$ cat src/rtl/err_report_arbiter.sv
// err_report_arbiter: collects checker error events round-robin into a log FIFO and raises a delayed sticky halt.
// Latency: accepted event appears on log_* the next cycle; halt rises FAIL_DELAY edges after the accepting edge.
// Backpressure: req_ready is withheld from everyone while the log FIFO is full; log_ready only drains the FIFO.

// err_log_fifo: small synchronous FIFO whose head output holds the last popped entry while empty.
// Latency: a push into an empty FIFO is visible on head_dat the following cycle.
// Backpressure: pushes while full and pops while empty are ignored; full is not relieved by a same-cycle pop.
module err_log_fifo #(
   parameter int W     = 8,
   parameter int DEPTH = 4
) (
   input  logic         clk,
   input  logic         rst_n,
   input  logic         push,
   input  logic [W-1:0] push_dat,
   input  logic         pop,
   output logic [W-1:0] head_dat,
   output logic         empty,
   output logic         full
);
   localparam int AW = $clog2(DEPTH);
   localparam int CW = AW + 1;

   logic [W-1:0]  mem [DEPTH];
   logic [AW-1:0] wr_ptr;
   logic [AW-1:0] rd_ptr;
   logic [CW-1:0] count;
   logic [W-1:0]  last_dat;
   logic          do_push;
   logic          do_pop;

   assign empty    = (count == '0);
   assign full     = (count == CW'(DEPTH));
   assign do_push  = push & ~full;
   assign do_pop   = pop & ~empty;
   // When empty, keep presenting the entry that was popped last so the trace port stays quiet.
   assign head_dat = empty ? last_dat : mem[rd_ptr];

   // Storage, power-of-two pointers that wrap naturally, occupancy and last-popped capture.
   always_ff @(posedge clk or negedge rst_n) begin
      if (!rst_n) begin
         for (int i = 0; i < DEPTH; i++) begin
            mem[i] <= '0;
         end
         wr_ptr   <= '0;
         rd_ptr   <= '0;
         count    <= '0;
         last_dat <= '0;
      end else begin
         if (do_push) begin
            mem[wr_ptr] <= push_dat;
            wr_ptr      <= wr_ptr + 1'b1;
         end
         if (do_pop) begin
            last_dat <= mem[rd_ptr];
            rd_ptr   <= rd_ptr + 1'b1;
         end
         if (do_push && !do_pop) begin
            count <= count + 1'b1;
         end else if (do_pop && !do_push) begin
            count <= count - 1'b1;
         end
      end
   end
endmodule

module err_report_arbiter #(
   parameter int  N_REQ      = 4,
   parameter int  CODE_W     = 8,
   parameter int  DEPTH      = 4,
   parameter int  FAIL_DELAY = 50,
   localparam int SRC_W      = $clog2(N_REQ)
) (
   input  logic                      clk,
   input  logic                      rst_n,
   input  logic [N_REQ-1:0]          req_valid,
   input  logic [N_REQ*CODE_W-1:0]   req_code,
   output logic [N_REQ-1:0]          req_ready,
   output logic                      log_valid,
   output logic [SRC_W-1:0]          log_src,
   output logic [CODE_W-1:0]         log_code,
   input  logic                      log_ready,
   output logic [15:0]               err_count,
   output logic                      halt_pending,
   output logic                      halt
);
   localparam int IW       = SRC_W + 1;
   localparam int CNT_W    = (FAIL_DELAY > 1) ? $clog2(FAIL_DELAY) : 1;
   localparam int LOAD_VAL = (FAIL_DELAY > 0) ? FAIL_DELAY - 1 : 0;

   typedef enum logic [1:0] {
      ST_RUN,
      ST_COUNT,
      ST_HALTED
   } state_t;

   logic [SRC_W-1:0]  ptr;
   logic [SRC_W-1:0]  gnt_idx;
   logic              gnt_found;
   logic [IW-1:0]     cand;
   logic [CODE_W-1:0] gnt_code;
   logic              accept;
   logic              fifo_full;
   logic              fifo_empty;
   logic [SRC_W+CODE_W-1:0] head_dat;
   state_t            state;
   logic [CNT_W-1:0]  countdown;

   // Round-robin search: first valid requester at or after ptr, wrapping past N_REQ-1.
   always_comb begin
      gnt_found = 1'b0;
      gnt_idx   = '0;
      cand      = '0;
      for (int k = 0; k < N_REQ; k++) begin
         cand = {1'b0, ptr} + IW'(k);
         if (cand >= IW'(N_REQ)) begin
            cand = cand - IW'(N_REQ);
         end
         if (!gnt_found && req_valid[cand[SRC_W-1:0]]) begin
            gnt_found = 1'b1;
            gnt_idx   = cand[SRC_W-1:0];
         end
      end
   end

   // Select the granted requester's code slice.
   always_comb begin
      gnt_code = '0;
      for (int i = 0; i < N_REQ; i++) begin
         if (gnt_idx == SRC_W'(i)) begin
            gnt_code = req_code[i*CODE_W +: CODE_W];
         end
      end
   end

   // One-hot grant, suppressed entirely while the log FIFO is full (no pass-through on a same-cycle pop).
   always_comb begin
      req_ready = '0;
      if (gnt_found && !fifo_full) begin
         req_ready[gnt_idx] = 1'b1;
      end
   end

   // A grant only exists for a valid requester, so grant-and-room is exactly the handshake.
   assign accept = gnt_found & ~fifo_full;

   // Rotate priority to just past the winner after every accepted event.
   always_ff @(posedge clk or negedge rst_n) begin
      if (!rst_n) begin
         ptr <= '0;
      end else if (accept) begin
         ptr <= (gnt_idx == SRC_W'(N_REQ - 1)) ? '0 : gnt_idx + 1'b1;
      end
   end

   // Saturating tally of accepted error events.
   always_ff @(posedge clk or negedge rst_n) begin
      if (!rst_n) begin
         err_count <= '0;
      end else if (accept && (err_count != 16'hFFFF)) begin
         err_count <= err_count + 16'd1;
      end
   end

   err_log_fifo #(
      .W     (SRC_W + CODE_W),
      .DEPTH (DEPTH)
   ) u_log_fifo (
      .clk      (clk),
      .rst_n    (rst_n),
      .push     (accept),
      .push_dat ({gnt_idx, gnt_code}),
      .pop      (log_ready),
      .head_dat (head_dat),
      .empty    (fifo_empty),
      .full     (fifo_full)
   );

   assign log_valid = ~fifo_empty;
   assign log_src   = head_dat[SRC_W+CODE_W-1:CODE_W];
   assign log_code  = head_dat[CODE_W-1:0];

   // Halt sequencer: the first accepted error arms the countdown; halt then latches until reset.
   // Loading FAIL_DELAY-1 and halting on the zero check puts halt FAIL_DELAY edges after the accepting edge.
   always_ff @(posedge clk or negedge rst_n) begin
      if (!rst_n) begin
         state        <= ST_RUN;
         countdown    <= '0;
         halt_pending <= 1'b0;
         halt         <= 1'b0;
      end else begin
         case (state)
            ST_RUN: begin
               if (accept) begin
                  if (FAIL_DELAY == 0) begin
                     state <= ST_HALTED;
                     halt  <= 1'b1;
                  end else begin
                     state        <= ST_COUNT;
                     countdown    <= CNT_W'(LOAD_VAL);
                     halt_pending <= 1'b1;
                  end
               end
            end
            ST_COUNT: begin
               if (countdown == '0) begin
                  state        <= ST_HALTED;
                  halt_pending <= 1'b0;
                  halt         <= 1'b1;
               end else begin
                  countdown <= countdown - 1'b1;
               end
            end
            ST_HALTED: begin
               halt_pending <= 1'b0;
               halt         <= 1'b1;
            end
            default: begin
               state        <= ST_RUN;
               halt_pending <= 1'b0;
               halt         <= 1'b0;
            end
         endcase
      end
   end
endmodule

$ cat config.mk
export PLATFORM = sky130hd
export DESIGN_NAME = err_report_arbiter
export DESIGN_NICKNAME = d
export VERILOG_FILES = /design/src/rtl/err_report_arbiter.sv
export SDC_FILE = /design/constraint.sdc
export NUM_CORES = 1
export LEC_CHECK = 0
export ABC_AREA = 1
export CAP_MARGIN = 20
export CORE_MARGIN = 2
export CORE_UTILIZATION = 57
export CTS_BUF_LIST = sky130_fd_sc_hd__clkbuf_4 sky130_fd_sc_hd__clkbuf_8
export DETAILED_ROUTE_END_ITERATION = 8
export PLACE_DENSITY_LB_ADDON = 0.08
export SETUP_SLACK_MARGIN = 0.4
export SYNTH_ARGS = -nofsm -noshare
export SYNTH_HDL_FRONTEND = slang
export SYNTH_HIERARCHICAL = 1
export SYNTH_SLANG_ARGS = --single-unit
$ cat constraint.sdc
create_clock -name clk -period 3.22 [get_ports clk]
set_clock_uncertainty 0.05 [all_clocks]
set_input_delay 0.644 -clock clk [delete_from_list [all_inputs] [get_ports clk]]
set_output_delay 0.644 -clock clk [all_outputs]
set_load 0.01 [all_outputs]
==> results.ini, run 1 <==
[global_route]
grt-ovfl-total = 0
grt_pass1_wl_mm = 23.5
use_met1_pct = 38.5
grt_antenna_before_repair = 0
grtUsageMet2_pct = 50.9
grt_max_degree = 86
grt_most_used_layer = met2
use_met3_pct = 4.85
grt_usage_pct = 29.5
grt_pass1_vias = 4811

[routing]
wl_mm = 15.0
vias = 5164
drc = 0
drtAntennaViolNets = 0
first_iter_violations = 342
wl_per_cell_um = 16.7
dr.pass1.iters = 5
drt-vias-per-instance = 5.76

[worst_setup_path]
required_ns = 2.53
path_common_cell = nand2_2
timing_worst_setup_path_type = reg2out
path_cells = clkinv_4 > nand2_2 > nand2_2 > nand2_4 > nand2_4 > nor2_4 > nand2_2 > o211ai_1 > nand2_2 > inv_2 > ha_4 > inv_2 > nor2_2 > buf_6
crit_family = simple AND/OR/NAND/NOR gates
cp_slowest_cell = dfrtp_2
crit_path_start_kind = flop
critPathCaptureType = output port
critPathMaxStageDelay_ns = 0.47
cp_max_fo = 8
arrival_ns = 2.41
worst-path-buf-inv = 4

[run_status]
status = completed

[yosys]
mappedNetlistArea_sq_um = 5160
synth.avg_cell_area_sq_um = 7.62
ys_warn_count = 6
syn_nets = 732
ys_ff_latch = 85
syn_inst = 677
yosysUniqueCellTypes = 39
ys_seq_area_share_pct = 41.3

[timing]
layout_min_cycle_time_ns = 3.10
hold_ws_ns = 0.111
layout_setup_ws_ns = 0.116
period_share_pct = 96.4
hold_viol_final = 0
rsz0062_at_grt = true
fmax_mhz = 322
relSlewSlack_pct = 43.8
drv_slew = 0
setup-violations-final = 0
worstMarginPinSlew_ns = 0.843

[cells_and_area]
instances_no_fill = 897
nets = 839
syn_to_final_growth_pct = 31.4
final_common_cell = nand2_1
finish.instance_area_sq_um = 6780
layout_common_cells = nand2_1 (259), dfrtp_1 (81), nand3_1 (76)
nFillCells = 623
multi_input_area_sq_um = 2940
seqCellArea_sq_um = 2130
drive_gt1_share_pct = 20.2
num_antenna_cells = 0

[clocking]
cts-root-buf = clkbuf_8
cts_tree = built
clkLatencyLatePin_ns = 0.36
clkTransAtPathRegs_ns = 0.10
htreeDepth = 3
holdBufCountCts = 0
clock_sinks = 85
cts_buffers = 9
cts_buffer_depth = 2

[floorplanning]
die_area_sq_um = 9820
die_h_um = 99.1
rows = 34
io_pins = 72
initial_utilization_pct = 58.8
die_x_um = 99.1
coreArea_sq_um = 8760

[place]
place_congestion = 0.866
place.detailed.hpwl_mm = 9.56
dp_slack_ns = -0.435
place_inst = 861
portBuffers = 71
placed_area_sq_um = 6080

[worst_hold_path]
min_path_type = in2async

[flow_run]
drv_cap = 0

==> final timing paths <==
| kind | startpoint | to | slack (ns) | depth (start not counted) |
|---|---|---|---|---|
| max in group asynchronous | rst_n | state[1] | 2.38 | 2 |
| setup reg to reg | ptr[0] | u_log_fifo/mem[0] | 0.23 | 19 |
| min in group clk | u_log_fifo/mem[18] | u_log_fifo/mem[18] | 0.44 | 2 |
| hold reg to reg | u_log_fifo/mem[18] | u_log_fifo/mem[18] | 0.44 | 2 |
| setup / recovery | ptr[0] | req_ready[3] | 0.12 | 14 |
| hold / removal | rst_n | u_log_fifo/last_dat[9] | 0.11 | 1 |
==> Yosys cell counts (all sizes together) <==
library cell,count,area (sq um)
buf,26,190
mux2,1,11.3
and2,1,8.76
nand2b,1,6.26
xor2,13,114
ha,15,188
a221oi,8,70.1
xnor2,8,70.1
nor4,1,6.26
clkinv,2,7.51
nor3,6,35.0
fa,1,20.0
nand4,43,269
nand3b,1,7.51
nor2,32,145
o211ai,1,7.51
o21ai,3,15.0
nand3,87,473
dfrtp,85,2130
nand2,284,1120
o31ai,8,60.1
a21oi,2,13.8
inv,43,169
clkbuf,5,18.8
==> metal layers <==
layer | wire length, um | up-vias | share of wire [%]
met1 | 6160 | 2448 | 41
li1 | - | 2434 | -
met4 | 374 | 0 | 2.5
met2 | 7360 | 243 | 49
met5 | 0 | - | 0
met3 | 1100 | 39 | 7.3
==> through the flow <==
stage	utilization, %	setup TNS, ns
global route	77.3	0
detailed placement	69.4	-11.58
finish	77.3	0
global placement	69.4	-7.97
CTS	74.7	0
floorplan	-	0
==> sequential cells by signal, summed over array words and instances, names as in the netlist <==
signal,flops
halt_pending,1
err_count,16
ptr,2
u_log_fifo/wr_ptr,2
u_log_fifo/count,3
state,2
countdown,6
u_log_fifo/last_dat,10
halt,1
u_log_fifo/mem,40
u_log_fifo/rd_ptr,2
==> cell type report <==
| cell class | count | area share [%] |
|---|---|---|
| clock buffers | 9 | 1.83 |
| repair inverters | 2 | 0.222 |
| repair buffers | 125 | 17.0 |
| clock inverters | 7 | 1.20 |
| flip-flops and latches | 85 | 31.5 |
| multi-input cells | 516 | 43.5 |
| well taps | 108 | 1.99 |
| inverters | 45 | 2.84 |
==> timing repair <==
item	4_1_cts	5_1_grt
setup endpoints to repair	47	48
cloned	0	2
gates resized for setup	71	33
pin swaps	22	50
setup buffers	11	6
==> worst reg2reg max path, cell delays in order, from the launching register on <==
cell and delay [ns]:
dfrtp_2 0.47, clkinv_4 0.15, nand2_2 0.09, nand2_2 0.08, nand2_4 0.08, nand2_4 0.05, nor2_4 0.13, nand2_2 0.09
o211ai_1 0.22, nand2_2 0.13, buf_6 0.16, ha_4 0.16, buf_6 0.12, nor2_4 0.11, buf_6 0.14, a221oi_2 0.06
o31ai_2 0.25, buf_4 0.19, nand4_1 0.10, nand2_1 0.10
==> logic make-up (layout without fill, tap and decap cells) <==
kind of cell / Yosys count / after routing / synth area share, %
AOI/OAI and AO/OA: 22 / 22 / 3.23
xor gates and xnor gates: 21 / 21 / 3.57
adders and majority gates: 16 / 16 / 4.03
buffers and inverters: 76 / 188 / 7.47
DFF: 85 / 85 / 41.3
muxes: 1 / 1 / 0.218
and+or+nand+nor: 456 / 456 / 40.2
Power of run 1 is not shown: default switching activity piles up to over one toggle a cycle in this logic, so the estimate is an artifact.
==> run 2: changes to the inputs <==
--- a/config.mk
+++ b/config.mk
@@ -8,10 +8,11 @@
 export ABC_AREA = 1
 export CAP_MARGIN = 20
 export CORE_MARGIN = 2
-export CORE_UTILIZATION = 57
+export CORE_UTILIZATION = 60
 export CTS_BUF_LIST = sky130_fd_sc_hd__clkbuf_4 sky130_fd_sc_hd__clkbuf_8
 export DETAILED_ROUTE_END_ITERATION = 8
 export PLACE_DENSITY_LB_ADDON = 0.08
+export RECOVER_POWER = 25
 export SETUP_SLACK_MARGIN = 0.4
 export SYNTH_ARGS = -nofsm -noshare
 export SYNTH_HDL_FRONTEND = slang
==> constraint.sdc (replaced) <==
create_clock -name clk -period 3.94 [get_ports clk]
set_clock_uncertainty 0.05 [all_clocks]
set_input_delay 0.788 -clock clk [delete_from_list [all_inputs] [get_ports clk]]
set_output_delay 0.788 -clock clk [all_outputs]
set_load 0.01 [all_outputs]
==> run 2 against run 1 <==
  * Register-to-register slack improved by 0.46 ns
  * The flow now finishes with violations (capacitance limit, slew limit)
  * Sequential cell count did not move
  * First-iteration DRC count fell by 15%
  * Sequential share of layout area rose by 2.8 points
  * Core utilization fell by 2.1 points
  * Non-clock buffer count down 27
  * Via count fell by 4.6%
  * Wire length fell by 12%
  * Worst setup slack gained 0.37 ns
  * Critical path type is now in2out
  * Cell area fell by 8.3%
  * Clock-buffer cell count is the same
  * Worst hold slack improved by 0.32 ns
==> results.ini, run 2 (synthesis gave the netlist of run 1 again) <==
[clocking]
clock_sinks = 85  ; unchanged
holdBufCountCts = 0  ; unchanged
cts_buffer_depth = 2  ; unchanged
cts-root-buf = clkbuf_8
cts_buffers = 9  ; unchanged
clkLatencyLatePin_ns = 0.37  ; about the same
htreeDepth = 3  ; unchanged
clkTransAtPathRegs_ns = 0.09  ; about the same
cts_tree = built

[global_route]
grt_max_degree = 86  ; unchanged
grt_antenna_before_repair = 0  ; unchanged
grt_pass1_wl_mm = 22.8  ; -3.1%
grt_usage_pct = 29.2  ; -0.32 points
grt-ovfl-total = 0  ; unchanged
grt_pass1_vias = 4801  ; -0.21%

[worst_hold_path]
holdPathStages = 2
min_path_type = reg2reg

[pwr]
p_leak_nw = 3.11
vdd_drop_max_mv = 0.618
p_per_area_nw_per_um2 = 1070

[timing]
setup-violations-final = 0  ; unchanged
fin_tns_setup_ns = 0  ; unchanged
rsz0062_at_grt = true
worstMarginPinSlew_ns = 1.77  ; +0.931 ns
fmax_mhz = 289
period_share_pct = 87.7
hold_viol_final = 0  ; unchanged
hold_ws_ns = 0.428  ; +0.318 ns
drv_slew = 34  ; +34
layout_min_cycle_time_ns = 3.46
relSlewSlack_pct = -18.2  ; -62 points

[routing]
vias = 4924  ; -4.6%
dr.pass1.iters = 4  ; -1
drtAntennaViolNets = 0  ; unchanged
wl_mm = 13.2  ; -12%
drt-vias-per-instance = 5.69  ; -1.1%
drc = 0  ; unchanged
wl_per_cell_um = 15.2  ; -8.9%
first_iter_violations = 292  ; -15%

[floorplanning]
coreArea_sq_um = 8260  ; -5.8%
die_area_sq_um = 9350  ; -4.8%
die_x_um = 96.7  ; -2.4%
die_h_um = 96.7  ; -2.4%
initial_utilization_pct = 62.4  ; +3.6 points
io_pins = 72  ; unchanged
rows = 33  ; -2.9%

[worst_setup_path]
crit_path_start_kind = primary input
timing_worst_setup_path_type = in2out
required_ns = 3.10  ; +0.57 ns
rr_worst_depth = 19  ; unchanged
arrival_ns = 2.62  ; +0.21 ns
path_common_cell = nand2_2
path_cells = clkdlybuf4s50_1 > inv_1 > nand2_1 > nand3_2 > nand2_2 > nor2_4 > nand2_2 > o211ai_1 > nand2_2 > buf_4 > ha_1 > inv_1 > nor2_2 > buf_2
cp_max_fo = 3  ; -5
critPathCaptureType = output port
cp_slowest_cell = clkdlybuf4s50_1
critPathMaxStageDelay_ns = 0.41  ; -0.06 ns

[run_status]
violations = capacitance limit, slew limit
status = complete, but fails checks

[cells_and_area]
syn_to_final_growth_pct = 20.4
drive_gt1_share_pct = 12.5  ; -7.7 points
largest_register_ffs = 40  ; unchanged
num_antenna_cells = 0  ; unchanged
layout_common_cells = nand2_1 (265), dfrtp_1 (85), nand3_1 (78)
registers.top_by_ff_count = u_log_fifo/mem
instances_no_fill = 865  ; -3.6%
nets = 810  ; -3.5%
final_common_cell = nand2_1
biggestRegsByFlops = u_log_fifo/mem: 40 flops, err_count: 16 flops, u_log_fifo/last_dat: 10 flops

[flow_run]
drv_cap = 1  ; +1

[place]
portBuffers = 71  ; unchanged
place_inst = 846  ; -1.7%
place_congestion = 0.882  ; +1.8%
place.detailed.hpwl_mm = 9.31  ; -2.6%

-- run 2: what timing repair did --
action	CTS	global route
resized for setup	22	19
endpoints found under the hold margin	0	0
endpoints found under the setup margin	4	16
pin swaps	6	9
setup buffers	1	1
-- run 2: where the power goes --
| group | internal [W] | switching, W | total (W) | leakage (nW) |
|---|---|---|---|---|
| clock | 0.000235 | 0.000355 | 0.000590 | 0.0760 |
| sequential | 0.00125 | 0.000295 | 0.00154 | 1.08 |
| combinational | 0.00183 | 0.00270 | 0.00453 | 1.95 |
| total | 0.00332 | 0.00335 | 0.00667 | 3.11 |
-- run 2: per-layer routing --
metal / track usage [%] / wire length, um / up-vias
met3: 5.13 / 940 / 32
met2: 48.8 / 6460 / 214
met5: 0 / 0 / -
li1: - / - / 2362
met1: 37.4 / 5410 / 2316
met4: 12.5 / 365 / 0
-- run 2: path summary, 6_finish.rpt --
| check | from | end | slack, ns |
|---|---|---|---|
| min in group asynchronous | rst_n | u_log_fifo/last_dat[5] | 0.83 |
| hold reg to reg | u_log_fifo/mem[16] | u_log_fifo/mem[16] | 0.43 |
| setup reg to reg | ptr[0] | u_log_fifo/mem[15] | 0.69 |
| setup / recovery | req_valid[0] | req_ready[1] | 0.48 |
| hold / removal | u_log_fifo/mem[16] | u_log_fifo/mem[16] | 0.43 |
| max in group asynchronous | rst_n | err_count[13] | 0.93 |
-- run 2: final cells by class --
type                    count  area (sq um)
multi-input cells         516          2700
flip-flops and latches     85          2130
fillers                   654          2050
repair buffers             98           892
inverters                  45           176
well taps                 105           131
clock buffers               9           124
clock inverters             7          57.6
-- run 2: metrics by stage --
| stage | worst slack (ns) | total power [W] | area [sq um] | utilization, % |
|---|---|---|---|---|
| 2_1_floorplan | 0.505 | 0.00437 | 5160 | - |
| 3_3_place_gp | -0.000251 | 0.00579 | 5970 | 72.3 |
| 3_5_place_dp | -0.102 | 0.00596 | 5970 | 72.3 |
| 4_1_cts | 0.392 | 0.00659 | 6180 | 74.8 |
| 5_1_grt | 0.364 | 0.00728 | 6210 | 75.2 |
| 6_report | 0.484 | 0.00667 | 6210 | 75.2 |
-- run 2: worst max-delay path: cells and delay by family --
| family | cells | cell delay [ns] |
|---|---|---|
| AOI/OAI and AO/OA | 1 | 0.21 |
| buffers and inverters | 5 | 0.81 |
| and+or+nand+nor | 7 | 0.62 |
| adders and majority gates | 1 | 0.19 |
(Power assumes the default switching activity.)
==> run 3: changes to the inputs <==
--- a/config.mk
+++ b/config.mk
@@ -8,7 +8,7 @@
 export ABC_AREA = 1
 export CAP_MARGIN = 20
 export CORE_MARGIN = 2
-export CORE_UTILIZATION = 60
+export CORE_UTILIZATION = 35
 export CTS_BUF_LIST = sky130_fd_sc_hd__clkbuf_4 sky130_fd_sc_hd__clkbuf_8
 export DETAILED_ROUTE_END_ITERATION = 8
 export PLACE_DENSITY_LB_ADDON = 0.08
==> run 3 against run 2 <==
  * Total power up 4.2%
  * Non-clock buffer count up 5
  * Fmax up 0.61%
  * Sequential share of layout area down 1.1 points
  * Wire length up 6.6%
  * Combinational power up 2%
  * The run now ends clean
  * Clock-buffer cell count up 1
  * Clock power up 34%
  * Worst hold slack about the same
  * Global-route usage down 11 points
  * Worst setup slack better by 0.021 ns
  * Largest cell class unchanged
  * Sequential power about the same
==> results.ini, run 3 (synthesis gave the netlist of run 1 again) <==
[timing]
relSlewSlack_pct = 7.07  ; +25 points
hold_viol_final = 0  ; unchanged
layout_min_cycle_time_ns = 3.43  ; -0.0211 ns
fmax_mhz = 291  ; +0.61%
period_share_pct = 87.2  ; -0.53 points
fin_tns_setup_ns = 0  ; unchanged
rsz0062_at_grt = true
drv_slew = 0  ; -100%
hold_ws_ns = 0.429  ; +0.000152 ns
worstMarginPinSlew_ns = 1.39  ; -0.380 ns
layout_setup_ws_ns = 0.505  ; +0.0211 ns
setup-violations-final = 0  ; unchanged

[cells_and_area]
syn_to_final_growth_pct = 24.4
biggestRegsByFlops = u_log_fifo/mem: 40 flops, err_count: 16 flops, u_log_fifo/last_dat: 10 flops
layout_common_cells = nand2_1 (266), dfrtp_1 (85), nand3_1 (78)
nets = 815  ; +0.62%
nFillCells = 1471  ; +120%
registers.top_by_ff_count = u_log_fifo/mem
drive_gt1_share_pct = 12.5  ; +0.049 points
largest_register_ffs = 40  ; unchanged
final_common_cell = nand2_1
num_antenna_cells = 0  ; unchanged
finish.instance_area_sq_um = 6410  ; +3.3%
fin_util_pct = 44.3  ; -31 points

[place]
place.detailed.hpwl_mm = 10.0  ; +7.7%
dp_slack_ns = -0.0492  ; +0.0531 ns
portBuffers = 71  ; unchanged
place_congestion = 0.816  ; -7.5%
placed_area_sq_um = 6090  ; +2.0%

[worst_setup_path]
critPathMaxStageDelay_ns = 0.42  ; about the same
crit_family = simple AND/OR/NAND/NOR gates
path_common_cell = nand2_2
cp_slowest_cell = clkdlybuf4s50_1
cp_max_fo = 3  ; unchanged
timing_worst_setup_path_type = in2out
crit_path_start_kind = primary input
critPathCaptureType = output port
worst-path-buf-inv = 4  ; -1
required_ns = 3.10  ; about the same
arrival_ns = 2.60  ; -0.02 ns
path_cells = clkdlybuf4s50_1 > nand2_1 > nand2_2 > nand2_2 > nand2_2 > nor2_4 > nand2_2 > o211ai_1 > nand2_2 > inv_2 > ha_1 > inv_1 > nor2_1 > clkbuf_2

[flow_run]
drv_cap = 0  ; -1

[clocking]
cts_tree = built
clock_sinks = 85  ; unchanged
clkLatencyLatePin_ns = 0.38  ; about the same
holdBufCountCts = 0  ; unchanged
cts-root-buf = clkbuf_8
cts_buffer_depth = 2  ; unchanged
clkTransAtPathRegs_ns = 0.09  ; about the same
cts_buffers = 9  ; unchanged
htreeDepth = 3  ; unchanged

[pwr]
vdd_drop_max_mv = 0.544  ; -12%
p_leak_nw = 3.18  ; +2.2%
p_per_area_nw_per_um2 = 1080  ; +0.83%

[floorplanning]
die_x_um = 125  ; +30%
coreArea_sq_um = 14500  ; +75%
rows = 44  ; +33%
die_area_sq_um = 15700  ; +68%
io_pins = 72  ; unchanged
die_h_um = 125  ; +30%
initial_utilization_pct = 35.6  ; -27 points

[global_route]
grt_pass1_wl_mm = 23.5  ; +3.3%
grt_usage_pct = 18.3  ; -11 points
grt_most_used_layer = met2
grt_antenna_before_repair = 0  ; unchanged
use_met1_pct = 25.1  ; -12 points
grt_pass1_vias = 4562  ; -5.0%
grtUsageMet2_pct = 29.0  ; -20 points
grt_max_degree = 49  ; -43%
grt-ovfl-total = 0  ; unchanged
use_met3_pct = 4.88  ; -0.25 points

[worst_hold_path]
min_path_type = reg2reg

[routing]
first_iter_violations = 227  ; -22%
drc = 0  ; unchanged
drtAntennaViolNets = 0  ; unchanged
vias = 4699  ; -4.6%
dr.pass1.iters = 4  ; unchanged
wl_mm = 14.0  ; +6.6%
drt-vias-per-instance = 4.95  ; -13%
wl_per_cell_um = 14.8  ; -2.8%

[run_status]
status = completed

-- run 3: area by class of cell --
cell class	instances	area, sq um	share of cell area [%]
repair buffers	103	930	14.5
multi-input cells	516	2700	42.1
flip-flops and latches	85	2130	33.2
inverters	45	176	2.75
clock buffers	10	131	2.05
clock inverters	6	119	1.85
well taps	184	230	3.59
-- run 3: final timing paths --
check | from | endpoint | slack [ns] | cells past startpoint
max reg2reg | ptr[0] | u_log_fifo/mem[27] | 0.75 | 19
min in group asynchronous | rst_n | u_log_fifo/count[0] | 0.66 | 1
min reg2reg | u_log_fifo/mem[39] | u_log_fifo/mem[39] | 0.43 | 2
max in group asynchronous | rst_n | err_count[3] | 1.31 | 2
min | u_log_fifo/mem[39] | u_log_fifo/mem[39] | 0.43 | 2
max | req_valid[2] | req_ready[3] | 0.51 | 14
-- run 3: per-layer routing --
metal | routed length, um | up-vias
li1 | - | 2373
met1 | 6720 | 2201
met2 | 6450 | 110
met3 | 694 | 15
met4 | 174 | 0
met5 | 0 | -
-- run 3: where the power goes --
| part | internal [W] | total (W) | switching (W) |
|---|---|---|---|
| Combinational | 0.00188 | 0.00462 | 0.00274 |
| Sequential | 0.00125 | 0.00154 | 0.000288 |
| Clock | 0.000436 | 0.000790 | 0.000354 |
-- run 3: per-stage QoR --
stage | total power [W] | std cells
floorplan | 0.00437 | 677
global placement | 0.00600 | 928
detailed placement | 0.00606 | 928
CTS | 0.00693 | 946
global route | 0.00759 | 949
finish | 0.00694 | 949
-- run 3: what timing repair did --
item | in CTS | in global routing
endpoints found under the setup margin | 4 | 20
buffers inserted | 2 | 3
resized for setup | 23 | 16
pin swaps | 6 | 7
-- run 3: worst register-to-register path, stage by stage (launching register included) --
cell and delay [ns]:
dfrtp_1 0.60, inv_6 0.08, nand2_1 0.10, nand2_2 0.07
nand2_2 0.08, nand2_2 0.07, nor2_4 0.13, nand2_2 0.07
o211ai_1 0.19, nand2_2 0.11, buf_6 0.13, ha_2 0.16
buf_4 0.17, nor2_1 0.10, buf_4 0.17, a221oi_1 0.09
o31ai_1 0.33, buf_4 0.21, nand4_1 0.10, nand2_1 0.10
